[config.mk]
export PLATFORM = sky130hd
export DESIGN_NAME = scanlines_mask
export DESIGN_NICKNAME = d
export VERILOG_FILES = /design/src/rtl/scanlines_pkg.sv /design/src/rtl/scanlines_attenuator.sv /design/src/rtl/scanlines_mask.sv
export SDC_FILE = /design/constraint.sdc
export NUM_CORES = 1
export LEC_CHECK = 0
export CAP_MARGIN = 20
export CORE_ASPECT_RATIO = 0.9
export CORE_UTILIZATION = 52
export CTS_CLUSTER_DIAMETER = 80
export CTS_CLUSTER_SIZE = 25
export DETAILED_ROUTE_END_ITERATION = 7
export PLACE_DENSITY = 0.85
export SYNTH_ARGS = -nofsm -noshare
export SYNTH_HDL_FRONTEND = slang
export SYNTH_HIERARCHICAL = 1
export SYNTH_SLANG_ARGS = --single-unit
[constraint.sdc]
create_clock -name clk_vid -period 5.61 [get_ports clk_vid]
set_input_delay 0.8415 -clock clk_vid [delete_from_list [all_inputs] [get_ports clk_vid]]
set_output_delay 0.8415 -clock clk_vid [all_outputs]
set_load 0.01 [all_outputs]
[src/rtl/scanlines_pkg.sv]
// Shared types and the per-channel attenuation rule for the scanline/mask effect.
package scanlines_pkg;

    // Widest colour channel the attenuate() helper accepts; callers
    // zero-extend into it and truncate the result back to their own width.
    localparam int unsigned ATT_W = 16;

    typedef enum logic [2:0] {
        OFF    = 3'd0,
        HORIZ  = 3'd1,
        VERT   = 3'd2,
        BOTH   = 3'd3,
        GRILLE = 3'd4
    } mode_t;

    typedef enum logic [1:0] {
        STR_NONE = 2'd0,
        STR_25   = 2'd1,
        STR_50   = 2'd2,
        STR_75   = 2'd3
    } strength_t;

    // One darkening step; results never exceed x, so truncation back to the
    // caller's channel width is lossless.
    function automatic logic [ATT_W-1:0] attenuate(input logic [ATT_W-1:0] x,
                                                   input strength_t s);
        logic [ATT_W-1:0] r;
        r = x;
        case (s)
            STR_25:  r = x - (x >> 2);
            STR_50:  r = x >> 1;
            STR_75:  r = x >> 2;
            default: r = x;
        endcase
        return r;
    endfunction

endpackage

[src/rtl/scanlines_attenuator.sv]
// One colour channel: pass, attenuate once, or attenuate twice (cascade).
module scanlines_attenuator
    import scanlines_pkg::*;
#(
    parameter int unsigned CW = 8
) (
    input  logic [CW-1:0] x_i,
    input  strength_t     str_i,
    input  logic          en_i,
    input  logic          cascade_i,
    output logic [CW-1:0] y_o
);

    logic [CW-1:0] once;
    logic [CW-1:0] twice;

    // Select between the raw, single and double attenuated channel value.
    always_comb begin
        once  = CW'(attenuate(ATT_W'(x_i), str_i));
        twice = CW'(attenuate(ATT_W'(once), str_i));
        y_o   = x_i;
        if (en_i) begin
            y_o = cascade_i ? twice : once;
        end
    end

endmodule

[src/rtl/scanlines_mask.sv]
// CRT scanline / column / aperture-grille darkening with frame-shadowed
// configuration and a fixed two-cycle pipeline on video and sync.
module scanlines_mask
    import scanlines_pkg::*;
#(
    parameter int unsigned CW = 8,
    parameter int unsigned PW = 3
) (
    input  logic            clk_vid,
    input  logic            reset_n,
    input  logic [2:0]      mode,
    input  logic [1:0]      strength,
    input  logic [PW-1:0]   period,
    input  logic [PW-1:0]   thickness,
    input  logic            alt_field,
    input  logic [3*CW-1:0] core_rgb,
    input  logic            core_hs,
    input  logic            core_vs,
    input  logic            core_de,
    output logic [3*CW-1:0] scnl_rgb,
    output logic            scnl_hs,
    output logic            scnl_vs,
    output logic            scnl_de
);

    // Edge detection history
    logic            vs_prev_q, de_prev_q;
    // Frame-shadowed configuration
    logic [2:0]      mode_q, mode_d;
    strength_t       str_q, str_d;
    logic [PW-1:0]   per_q, per_d;
    logic [PW-1:0]   thk_q, thk_d;
    logic            alt_q, alt_d;
    // Phase state
    logic            parity_q, parity_d;
    logic [PW-1:0]   line_q, line_d;
    logic [PW-1:0]   pix_q, pix_d;
    logic [1:0]      grille_q, grille_d;
    // Stage 1 (video + per-channel decision)
    logic [3*CW-1:0] rgb_s1_q, rgb_s1_d;
    logic            hs_s1_q, vs_s1_q, de_s1_q;
    strength_t       str_s1_q;
    logic [2:0]      en_s1_q, en_d;
    logic [2:0]      casc_s1_q, casc_d;
    // Stage 2 (outputs)
    logic [3*CW-1:0] rgb_o_q, rgb_o_d;
    logic            hs_o_q, vs_o_q, de_o_q;

    logic            vs_rise, de_fall;
    logic [PW-1:0]   per_eff;
    logic            line_last, pix_last;
    logic            dark_h, dark_v;
    mode_t           act_mode;

    // Next-state for shadow config, phase counters and the darkening decision.
    always_comb begin
        vs_rise   = core_vs & ~vs_prev_q;
        de_fall   = ~core_de & de_prev_q;
        per_eff   = (per_q < PW'(2)) ? PW'(2) : per_q;
        line_last = (line_q >= per_eff - PW'(1));
        pix_last  = (pix_q >= per_eff - PW'(1));

        mode_d   = mode_q;
        str_d    = str_q;
        per_d    = per_q;
        thk_d    = thk_q;
        alt_d    = alt_q;
        parity_d = parity_q;
        line_d   = line_q;

        if (vs_rise) begin
            mode_d   = mode;
            str_d    = strength_t'(strength);
            per_d    = period;
            thk_d    = thickness;
            alt_d    = alt_field;
            parity_d = ~parity_q;
            // Load value is 0 or 1, already below any effective period (>= 2).
            line_d   = (alt_field & ~parity_q) ? PW'(1) : '0;
        end else if (de_fall) begin
            line_d = line_last ? '0 : line_q + PW'(1);
        end

        pix_d    = '0;
        grille_d = '0;
        if (core_de) begin
            pix_d    = pix_last ? '0 : pix_q + PW'(1);
            grille_d = (grille_q == 2'd2) ? '0 : grille_q + 2'd1;
        end

        dark_h   = (line_q < thk_q);
        dark_v   = (pix_q < thk_q);
        act_mode = (mode_q > 3'd4) ? OFF : mode_t'(mode_q);

        // Bit 2 = R, bit 1 = G, bit 0 = B, matching the RGB bus order.
        en_d   = '0;
        casc_d = '0;
        case (act_mode)
            HORIZ: en_d = {3{dark_h}};
            VERT:  en_d = {3{dark_v}};
            BOTH: begin
                en_d   = {3{dark_h | dark_v}};
                casc_d = {3{dark_h & dark_v}};
            end
            GRILLE: begin
                case (grille_q)
                    2'd0:    en_d = 3'b011;
                    2'd1:    en_d = 3'b101;
                    2'd2:    en_d = 3'b110;
                    default: en_d = 3'b111;
                endcase
            end
            default: en_d = '0;
        endcase

        rgb_s1_d = core_de ? core_rgb : '0;
    end

    // Shadow config, parity and phase counter registers.
    always_ff @(posedge clk_vid or negedge reset_n) begin
        if (!reset_n) begin
            vs_prev_q <= 1'b0;
            de_prev_q <= 1'b0;
            mode_q    <= '0;
            str_q     <= STR_NONE;
            per_q     <= '0;
            thk_q     <= '0;
            alt_q     <= 1'b0;
            parity_q  <= 1'b0;
            line_q    <= '0;
            pix_q     <= '0;
            grille_q  <= '0;
        end else begin
            vs_prev_q <= core_vs;
            de_prev_q <= core_de;
            mode_q    <= mode_d;
            str_q     <= str_d;
            per_q     <= per_d;
            thk_q     <= thk_d;
            alt_q     <= alt_d;
            parity_q  <= parity_d;
            line_q    <= line_d;
            pix_q     <= pix_d;
            grille_q  <= grille_d;
        end
    end

    // Stage 1: registered video, sync and per-channel attenuation controls.
    always_ff @(posedge clk_vid or negedge reset_n) begin
        if (!reset_n) begin
            rgb_s1_q  <= '0;
            hs_s1_q   <= 1'b0;
            vs_s1_q   <= 1'b0;
            de_s1_q   <= 1'b0;
            str_s1_q  <= STR_NONE;
            en_s1_q   <= '0;
            casc_s1_q <= '0;
        end else begin
            rgb_s1_q  <= rgb_s1_d;
            hs_s1_q   <= core_hs;
            vs_s1_q   <= core_vs;
            de_s1_q   <= core_de;
            str_s1_q  <= str_q;
            en_s1_q   <= en_d;
            casc_s1_q <= casc_d;
        end
    end

    scanlines_attenuator #(.CW(CW)) u_att_r (
        .x_i       (rgb_s1_q[3*CW-1:2*CW]),
        .str_i     (str_s1_q),
        .en_i      (en_s1_q[2]),
        .cascade_i (casc_s1_q[2]),
        .y_o       (rgb_o_d[3*CW-1:2*CW])
    );

    scanlines_attenuator #(.CW(CW)) u_att_g (
        .x_i       (rgb_s1_q[2*CW-1:CW]),
        .str_i     (str_s1_q),
        .en_i      (en_s1_q[1]),
        .cascade_i (casc_s1_q[1]),
        .y_o       (rgb_o_d[2*CW-1:CW])
    );

    scanlines_attenuator #(.CW(CW)) u_att_b (
        .x_i       (rgb_s1_q[CW-1:0]),
        .str_i     (str_s1_q),
        .en_i      (en_s1_q[0]),
        .cascade_i (casc_s1_q[0]),
        .y_o       (rgb_o_d[CW-1:0])
    );

    // Stage 2: attenuated video and delayed sync into the output registers.
    always_ff @(posedge clk_vid or negedge reset_n) begin
        if (!reset_n) begin
            rgb_o_q <= '0;
            hs_o_q  <= 1'b0;
            vs_o_q  <= 1'b0;
            de_o_q  <= 1'b0;
        end else begin
            rgb_o_q <= rgb_o_d;
            hs_o_q  <= hs_s1_q;
            vs_o_q  <= vs_s1_q;
            de_o_q  <= de_s1_q;
        end
    end

    assign scnl_rgb = rgb_o_q;
    assign scnl_hs  = hs_o_q;
    assign scnl_vs  = vs_o_q;
    assign scnl_de  = de_o_q;

endmodule

Word level (Yosys, flattened, before mapping)
Index checks and enable logic that the tools add are counted.
Widths: inputs -> output; s select.
{ "classes": {"add_sub_neg": 10, "n_lt_le_gt_ge": 6, "eq_ne": 9, "n_mux": 26, "n_bitwise": 8, "reduce_logical": 2} }
{ "op_table": {"columns": ["cell", "count"], "rows": [
  ["$pmux 8 s3", 6],
  ["$mux 8", 6],
  ["$sub 8x6->8", 6],
  ["$mux 24", 1],
  ["$mux 3", 8],
  ["$pmux 3 s4", 1],
  ["$pmux 3 s3", 1],
  ["$add 3x1->3 const B", 2],
  ["$eq 2x2->1 const B", 3],
  ["$eq 3x2->1 const B", 2],
  ["$ge 3x3->1", 2],
  ["$lt 3x3->1", 2],
  ["$and 1x1->1", 4],
  ["$eq 2x1->1 const B", 2],
  ["$mux 2", 2],
  ["$eq 3x1->1 const B", 1],
  ["$eq 3x3->1 const B", 1],
  ["$gt 3x3->1 const B", 1],
  ["$lt 3x2->1 const B", 1],
  ["$not 1->1", 3],
  ["$sub 3x1->3 const B", 1],
  ["$add 2x1->2 const B", 1],
  ["$logic_not 2->1", 1],
  ["$reduce_bool 2->1", 1],
  ["other kinds (2)", 2]
]} }
{ "word_totals": {"reg_bits": 82, "inputBits": 41} }

Longest topological paths before layout
Gate-level depths: netlist of run 1.
{ "logic_depth": {"word_depth": 7, "depth_mapped": 17, "depth_no_buf": 17} }

Hierarchy
Netlist of run 1, hierarchy kept.
{ "by_module_without_submodules": {"columns": ["mod", "instances", "cells_each", "area_each_um2", "seq_area_each_um2"], "rows": [
  ["scanlines_attenuator", 3, 158, 1097.3, 0.0],
  ["scanlines_mask", 1, 190, 2780.2, 2001.9]
]} }

Worst setup path before layout of run 1
Ideal clock, no wire load.
{ "synth_path": {"kind": "reg-to-reg", "from": "reg rgb_s1_q[8]", "to": "reg rgb_o_q[15] (netlist: scnl_rgb[15])", "setup_time_ns": 0.132, "arrival_ns": 3.323, "required_time_ns": 5.478, "path_slack_ns": 2.156, "stages_incl_launch_ff": 18, "n_path_buf": 0, "period_less_slack_ns": 3.454, "path_cell_list": "dfrtp_1 inv_1 ha_1 inv_1 fa_1 a21o_2 a211oi_1 a21oi_1 o211ai_1 o21ai_0 a21boi_0 ha_1 and2_1 a221o_1 o21a_1 nor3b_2 xor2_1 o22ai_1"} }
{ "synth_between": {"elab_chain_cells": 6} }
{ "synth_lines": {"columns": ["element", "line", "source"], "rows": [
  ["start, declared", "scanlines_mask.sv:40", "logic [3*CW-1:0] rgb_s1_q, rgb_s1_d;"],
  ["start signal, assigned", "scanlines_mask.sv:159", "rgb_s1_q <= rgb_s1_d;"],
  ["$sub 8x6->8", "scanlines_pkg.sv:30", "STR_25: r = x - (x >> 2);"],
  ["$pmux 8 s3 (*)", "scanlines_pkg.sv:29", "case (s)"],
  ["$sub 8x6->8", "scanlines_pkg.sv:30", null],
  ["$pmux 8 s3", "scanlines_pkg.sv:29", null],
  ["$mux 8 (*)", "scanlines_attenuator.sv:23", "y_o = cascade_i ? twice : once;"],
  ["$mux 8 (*)", "scanlines_attenuator.sv:22", "if (en_i) begin"],
  ["net rgb_o_d[15]", "scanlines_mask.sv:46", "logic [3*CW-1:0] rgb_o_q, rgb_o_d;"],
  ["end signal, assigned", "scanlines_mask.sv:201", "rgb_o_q <= rgb_o_d;"],
  ["end, declared", "scanlines_mask.sv:46", null]
]} }
The timed path passes the listed nets; every way through them passes the cells marked *.
A chain may end at the register's enable or synchronous reset.

Worst setup path in the final report of run 1
{ "layout_path": {"from": "reg str_s1_q[1]", "to": "reg rgb_o_q[5] (netlist: scnl_rgb[5])"} }
{ "layout_between": {"elab_chain_cells": 6, "elab_cells_between_ends": 8} }
{ "layout_lines": {"columns": ["element", "line", "source"], "rows": [
  ["start, declared", "scanlines_mask.sv:42", "strength_t str_s1_q;"],
  ["start signal, assigned", "scanlines_mask.sv:163", "str_s1_q <= str_q;"],
  ["$eq 2x2->1 / $eq 2x1->1 (equally long branches)", "scanlines_pkg.sv:29", null],
  ["$pmux 8 s3", "scanlines_pkg.sv:29", null],
  ["$sub 8x6->8", "scanlines_pkg.sv:30", null],
  ["$pmux 8 s3", "scanlines_pkg.sv:29", null],
  ["$mux 8 (*)", "scanlines_attenuator.sv:23", null],
  ["$mux 8 (*)", "scanlines_attenuator.sv:22", null],
  ["net rgb_o_d[5]", "scanlines_mask.sv:46", null]
]} }
Marked as above.

==> results_dict.tcl, run 1 <==
set metrics [dict create \
    gr-usage-all-layers_pct 24.91 \
    timing.fmax_mhz 243.8 \
    final_area_um2 7176 \
    max_slew_margin_pct 30.79 \
    grt_pass1_wl_mm 23.84 \
    pwr_density_cell_nw_per_um2 352.0 \
    crit_buf_inv 1 \
    critPathKind "register to register" \
    drive_gt1_share_pct 8.587 \
    drc 0 \
    die_h_um 104.5 \
    multi_input_area_um2 3794 \
    synth_ff_type "dfrtp_1" \
    cts_tree "yes" \
    tightest_slew_ps 1035 \
    cpPeakStageDelay_ps 980 \
    synth_top_area_share_pct 32.97 \
    ys_types 57 \
    antenna_cells 0 \
    die-area_um2 12110 \
    drt_iter0_markers 532 \
    place_area_um2 6845 \
    cp.arrival_ps 4290 \
    async_flop_share_pct 100.0 \
    rr_startpoint "str_s1_q[1]" \
    port_buffers 67 \
    antenna_found_initial 0 \
    cts_hold_buf 0 \
    htree_levels 3 \
    crit_path_end_kind "register" \
    p_leak_uw 0.003077 \
    areaGrowthSynthToFinish_pct 18.17 \
    total_power_uw 2526 \
    row_count 37 \
    ant_nets 0 \
    synth_seq_area_share_pct 32.97 \
    cts_buffers 9 \
    synth_seq_cells 80 \
    grt_max_degree 81 \
    place.gp.congestion 0.8963 \
    ctsLongestPathBuffers 2 \
    post_cts_buffers 0 \
    fin_util_pct 63.01 \
    post-route-min-period_ps 4102 \
    crit_slowest_cell "dfrtp_2" \
    overflow 0 \
    r2r.worst_path.cells 11 \
    syn_avg_cell_area_um2 9.145 \
    hp-class "input pin to asynchronous set/reset pin" \
    final_max_slew_viol_count 0 \
    grt_pass1_vias 5086 \
    io_pins 68 \
    synth_area_leader_cell "dfrtp_1" \
    clock_latency_ps 340 \
    worstSetupStartpointType "register" \
    yosysMostFrequentCell "dfrtp_1" \
    syn_nets 756 \
    ys.warnings.count 6 \
    crit_fanout 62 \
    synth_edf_count 0 \
    finalSetupTns_ps 0 \
    setup_viol 0 \
    worstReg2RegEnd "scnl_rgb[5]" \
    setup_slack_ps 1508 \
    required_ps 5800 \
    maxCapViolations 0 \
    place.detailed.hpwl_mm 10.51 \
    via_per_inst 6.022 \
    cp_common_cell "o21ai_0" \
    clk_pin_slew_ps 60 \
    fill_cells 963 \
    finalHoldViolCount 0 \
    seq_area_um2 2004 \
    path_cells "buf_4, nor2b_1, o21ai_0, a21boi_0, ha_1, and2_1, a221o_1, nor3_1, o32ai_1, a32oi_1, o21ai_0" \
    place_ws_ps 1630 \
    cts_sinks 80 \
    syn_inst 664 \
    fin_skew_ps 9.344 \
    cts_root_buf "clkbuf_16" \
    status "complete, no violations" \
    fin_crit_sh_pct 73.11 \
    syn_area_um2 6072 \
    fin_nets 809 \
    synth_common_cells "dfrtp_1 (80), nor2_1 (54), ha_1 (45)" \
    synthTopCellsByArea "dfrtp_1 (33%), ha_1 (9.3%), a21oi_1 (3.5%)" \
    wl_mm 14.51 \
    rsz0062_at_grt "false" \
    coreArea_um2 11390 \
    vias 5287 \
    die_x_um 115.9 \
    cp_top_family "compound AO/OA/AOI/OAI gates" \
    peakVddDrop_mv 0.2590 \
    wl_per_cell_um 16.52 \
    cts_resized 0 \
    initial_core_util_pct 53.32 \
    ff2ff_setup_slack_ps 1510 \
    dr.pass1.iters 5 \
]
-- worst reg2reg max path: stages (launching register included) --
cell	delay, ps
dfrtp_2	980
buf_4	570
nor2b_1	380
o21ai_0	210
a21boi_0	240
ha_1	370
and2_1	180
a221o_1	320
nor3_1	220
o32ai_1	120
a32oi_1	210
o21ai_0	130
-- power by group --
part           internal [µW]  total, µW  switching [µW]
clock                    349        595             246
combinational            556       1130             577
sequential               677        798             121
total                   1580       2530             944
-- worst max-delay path by stage --
stage	start	end	slack (ps)	depth (start not counted)
after floorplan	rgb_s1_q[8]	scnl_rgb[15]	2160	17
after global placement	str_s1_q[1]	scnl_rgb[5]	1760	13
after detailed placement	rgb_s1_q[2]	scnl_rgb[5]	1630	15
after CTS	rgb_s1_q[2]	scnl_rgb[5]	1590	15
after global routing	str_s1_q[1]	scnl_rgb[5]	1260	14
final	str_s1_q[1]	scnl_rgb[5]	1510	11
-- final cells by class --
cell class	instances	share of cell area (%)
repair buffers	71	10.01
inverters	43	2.249
clock inverters	7	1.081
clock buffers	9	3.139
flip-flops and latches	80	27.93
well taps	156	2.720
multi-input cells	512	52.87
-- metrics by stage --
stage | std cells | hold slack, ps
detailed placement | 861 | 339.6
global route | 878 | 362.8
CTS | 877 | 353.8
global placement | 861 | 338.1
floorplan | 664 | 331.2
finish | 878 | 352.5
-- cell families (layout without fill, tap and decap cells) --
logic type	count (synthesis)	in the layout	share of synthesized area, %
multiplexers	21	21	3.647
buffers and inverters	72	130	4.554
adder cells (fa/ha/maj)	55	55	11.99
flip-flops	80	80	32.97
XOR/XNOR	20	20	3.194
AND/OR/NAND/NOR	200	200	17.64
AO/OA/AOI/OAI	216	216	26.00
-- routing by layer --
| metal | global-route usage [%] | vias to the layer above | share of wire [%] | wire length (µm) |
|---|---|---|---|---|
| met1 | 33.07 | 2552 | 44 | 6369 |
| met3 | 4.138 | 29 | 5.1 | 747 |
| met4 | 9.341 | 0 | 1.8 | 261 |
| met5 | 0 | - | 0 | 0 |
| met2 | 40.48 | 186 | 49 | 7128 |
| li1 | - | 2520 | - | - |
-- sequential cells by signal (all words and copies together), names as in the netlist --
name and flops:
parity_q 1, scnl_hs 1, rgb_s1_q 24, en_s1_q 3, str_s1_q 2, str_q 2, hs_s1_q 1, pix_q 3
scnl_vs 1, thk_q 3, line_q 3, scnl_de 1, grille_q 2, scnl_rgb 24, de_s1_q 1, vs_s1_q 1
casc_s1_q 1, mode_q 3, per_q 3
-- cell usage in the layout (no fill, tap or decap), types with 10 or more instances in the layout --
cell type	netlist	final
dfrtp_1	80	78
clkdlybuf4s50_1	0	66
nor2_1	54	54
ha_1	45	45
inv_1	43	43
o21ai_0	43	43
a21oi_1	43	43
and2_1	30	30
nand2_1	29	29
nand2b_1	22	22
nor2b_1	22	22
nor3_1	18	18
xor2_1	15	15
a211oi_1	12	12
o21a_1	12	12
mux2i_1	12	12
a21o_1	10	10
Note: power is estimated with default switching activity, not from simulation.
==> run 2, diff against run 1 <==
==> constraint.sdc (replaced) <==
create_clock -name clk_vid -period 4.3 [get_ports clk_vid]
set_input_delay 0.645 -clock clk_vid [delete_from_list [all_inputs] [get_ports clk_vid]]
set_output_delay 0.645 -clock clk_vid [all_outputs]
set_load 0.01 [all_outputs]
==> run 2 against run 1 <==
Global-route usage shrank 0.27 points. Sequential power increased by 28%. Critical endpoint is now scnl_rgb[7]. Critical path depth up 5. Final area increased by 0.75%. Critical path type unchanged. Flip-flop and latch count unchanged. Fmax up 7.1%. First-iteration DRC count rose by 5.8%. Count of clock-buffer cells in the layout unchanged. Final cell count rose by 0.34%. Power increased by 32%. Clock power rose by 33%. Highest routed layer unchanged.
==> results_dict.tcl, run 2 (synthesis results as in run 1) <==
set metrics [dict create \
    tightest_slew_ps 1000 \
    p_leak_uw 0.003103 \
    timing.fmax_mhz 261.1 \
    pwr_density_cell_nw_per_um2 460.2 \
    place.gp.congestion 0.8864 \
    port_buffers 67 \
    whs_ps 120.1 \
    fin_nets 812 \
    post_cts_buffers 0 \
    grt_pass1_vias 4955 \
    fin_cells 881 \
    max_slew_margin_pct 33.11 \
    clk_pin_slew_ps 60 \
    initial_core_util_pct 53.32 \
    final_max_slew_viol_count 0 \
    grtUsageMet2_pct 40.43 \
    cp_common_cell "ha_1" \
    status "complete, no violations" \
    crit_cells 16 \
    clock_latency_ps 350 \
    die_x_um 115.9 \
    setup_viol 0 \
    gr-usage-all-layers_pct 24.64 \
    crit_fanout 6 \
    place_area_um2 6893 \
    cts_root_buf "clkbuf_16" \
    cp_top_family "compound AO/OA/AOI/OAI gates" \
    place_inst 864 \
    antenna_found_initial 0 \
    required_ps 4520 \
    rsz0062_at_grt "false" \
    met1_usage_pct 31.40 \
    die_h_um 104.5 \
    cts_tree "yes" \
    final_common_cell "dfrtp_1" \
    finalHoldViolCount 0 \
    overflow 0 \
    fin_crit_sh_pct 89.05 \
    critPathKind "register to register" \
    cts_buffers 9 \
    grt_max_degree 81 \
    io_pins 68 \
    fin_skew_ps 8.023 \
    post-route-min-period_ps 3829 \
    grt_pass1_wl_mm 23.42 \
    drive_gt1_share_pct 8.966 \
    vias 5349 \
    cts_hold_buf 0 \
    final_cell_mix "dfrtp_1 (78), clkdlybuf4s50_1 (66), nor2_1 (54)" \
    maxCapViolations 0 \
    dr.pass1.iters 6 \
    drt_iter0_markers 563 \
    cp.arrival_ps 4050 \
    row_count 37 \
    place.detailed.hpwl_mm 10.51 \
    die-area_um2 12110 \
    crit_slowest_cell "dfrtp_1" \
    cts_resized 0 \
    cpPeakStageDelay_ps 440 \
    wl_per_cell_um 16.20 \
    htree_levels 3 \
    areaGrowthSynthToFinish_pct 19.06 \
    grt_util_met3_pct 6.177 \
    peakVddDrop_mv 0.3945 \
    path_cells "ha_1, inv_1, fa_1, a21o_2, a211oi_1, a21oi_1, o211ai_1, o21ai_0, a21boi_0, ha_1, and2_1, a221o_1, o21a_1, nor3b_2, xor2_1, o22ai_1" \
    total_power_uw 3327 \
    crit_buf_inv 1 \
    cts_sinks 80 \
    drc 0 \
    hp-class "input pin to asynchronous set/reset pin" \
    ctsLongestPathBuffers 2 \
    grt-busiest-layer "met2" \
    coreArea_um2 11390 \
    final_area_um2 7229 \
    ant_nets 0 \
    antenna_cells 0 \
    crit_path_end_kind "register" \
    finalSetupTns_ps 0 \
    wl_mm 14.27 \
    r2r.worst_path.cells 16 \
    worstSetupStartpointType "register" \
    via_per_inst 6.072 \
]
[run 2: worst register-to-register path, stage by stage (launching register included)]
cell,delay (ps)
dfrtp_1,440
ha_1,220
inv_1,60
fa_1,420
a21o_2,230
a211oi_1,250
a21oi_1,70
o211ai_1,160
o21ai_0,170
a21boi_0,170
ha_1,340
and2_1,180
a221o_1,310
o21a_1,220
nor3b_2,230
xor2_1,160
o22ai_1,80
[run 2: power breakdown]
group / internal, µW / leakage (µW) / switching, µW / total [µW]
Clock: 461 / 0.000149 / 332 / 794
Sequential: 884 / 0.00100 / 141 / 1020
Combinational: 737 / 0.00195 / 772 / 1510
Total: 2080 / 0.00310 / 1240 / 3330
[run 2: final timing paths]
path | slack [ps] | startpoint | end
worst max-delay path | 470 | rgb_s1_q[2] | scnl_rgb[7]
worst min-delay path | 120 | reset_n | scnl_rgb[3]
worst max register to register | 470 | rgb_s1_q[2] | scnl_rgb[7]
worst min register to register | 360 | hs_s1_q | scnl_hs
max in group asynchronous | 3590 | reset_n | str_s1_q[0]
min in group clk_vid | 360 | hs_s1_q | scnl_hs
[run 2: cell type report]
class / instances / area, µm²
multi-input cells: 512 / 3794
repair buffers: 74 / 765.7
clock buffers: 9 / 225.2
flip-flops and latches: 80 / 2004
fillers: 958 / 4159
well taps: 156 / 195.2
clock inverters: 7 / 83.83
inverters: 43 / 161.4
[run 2: layer usage]
| layer | up-vias | share of wire [%] |
|---|---|---|
| met4 | 0 | 2.5 |
| li1 | 2536 | - |
| met3 | 31 | 6.0 |
| met1 | 2558 | 42 |
| met2 | 224 | 49 |
| met5 | - | 0 |
[run 2: per-stage QoR]
| step | utilization, % | setup WS [ps] |
|---|---|---|
| final | 63.48 | 470.7 |
| after global routing | 63.48 | 191.4 |
| after CTS | 63.24 | 506.0 |
| after detailed placement | 60.53 | 516.0 |
| after global placement | 60.53 | 692.7 |
| after floorplan | - | 845.5 |
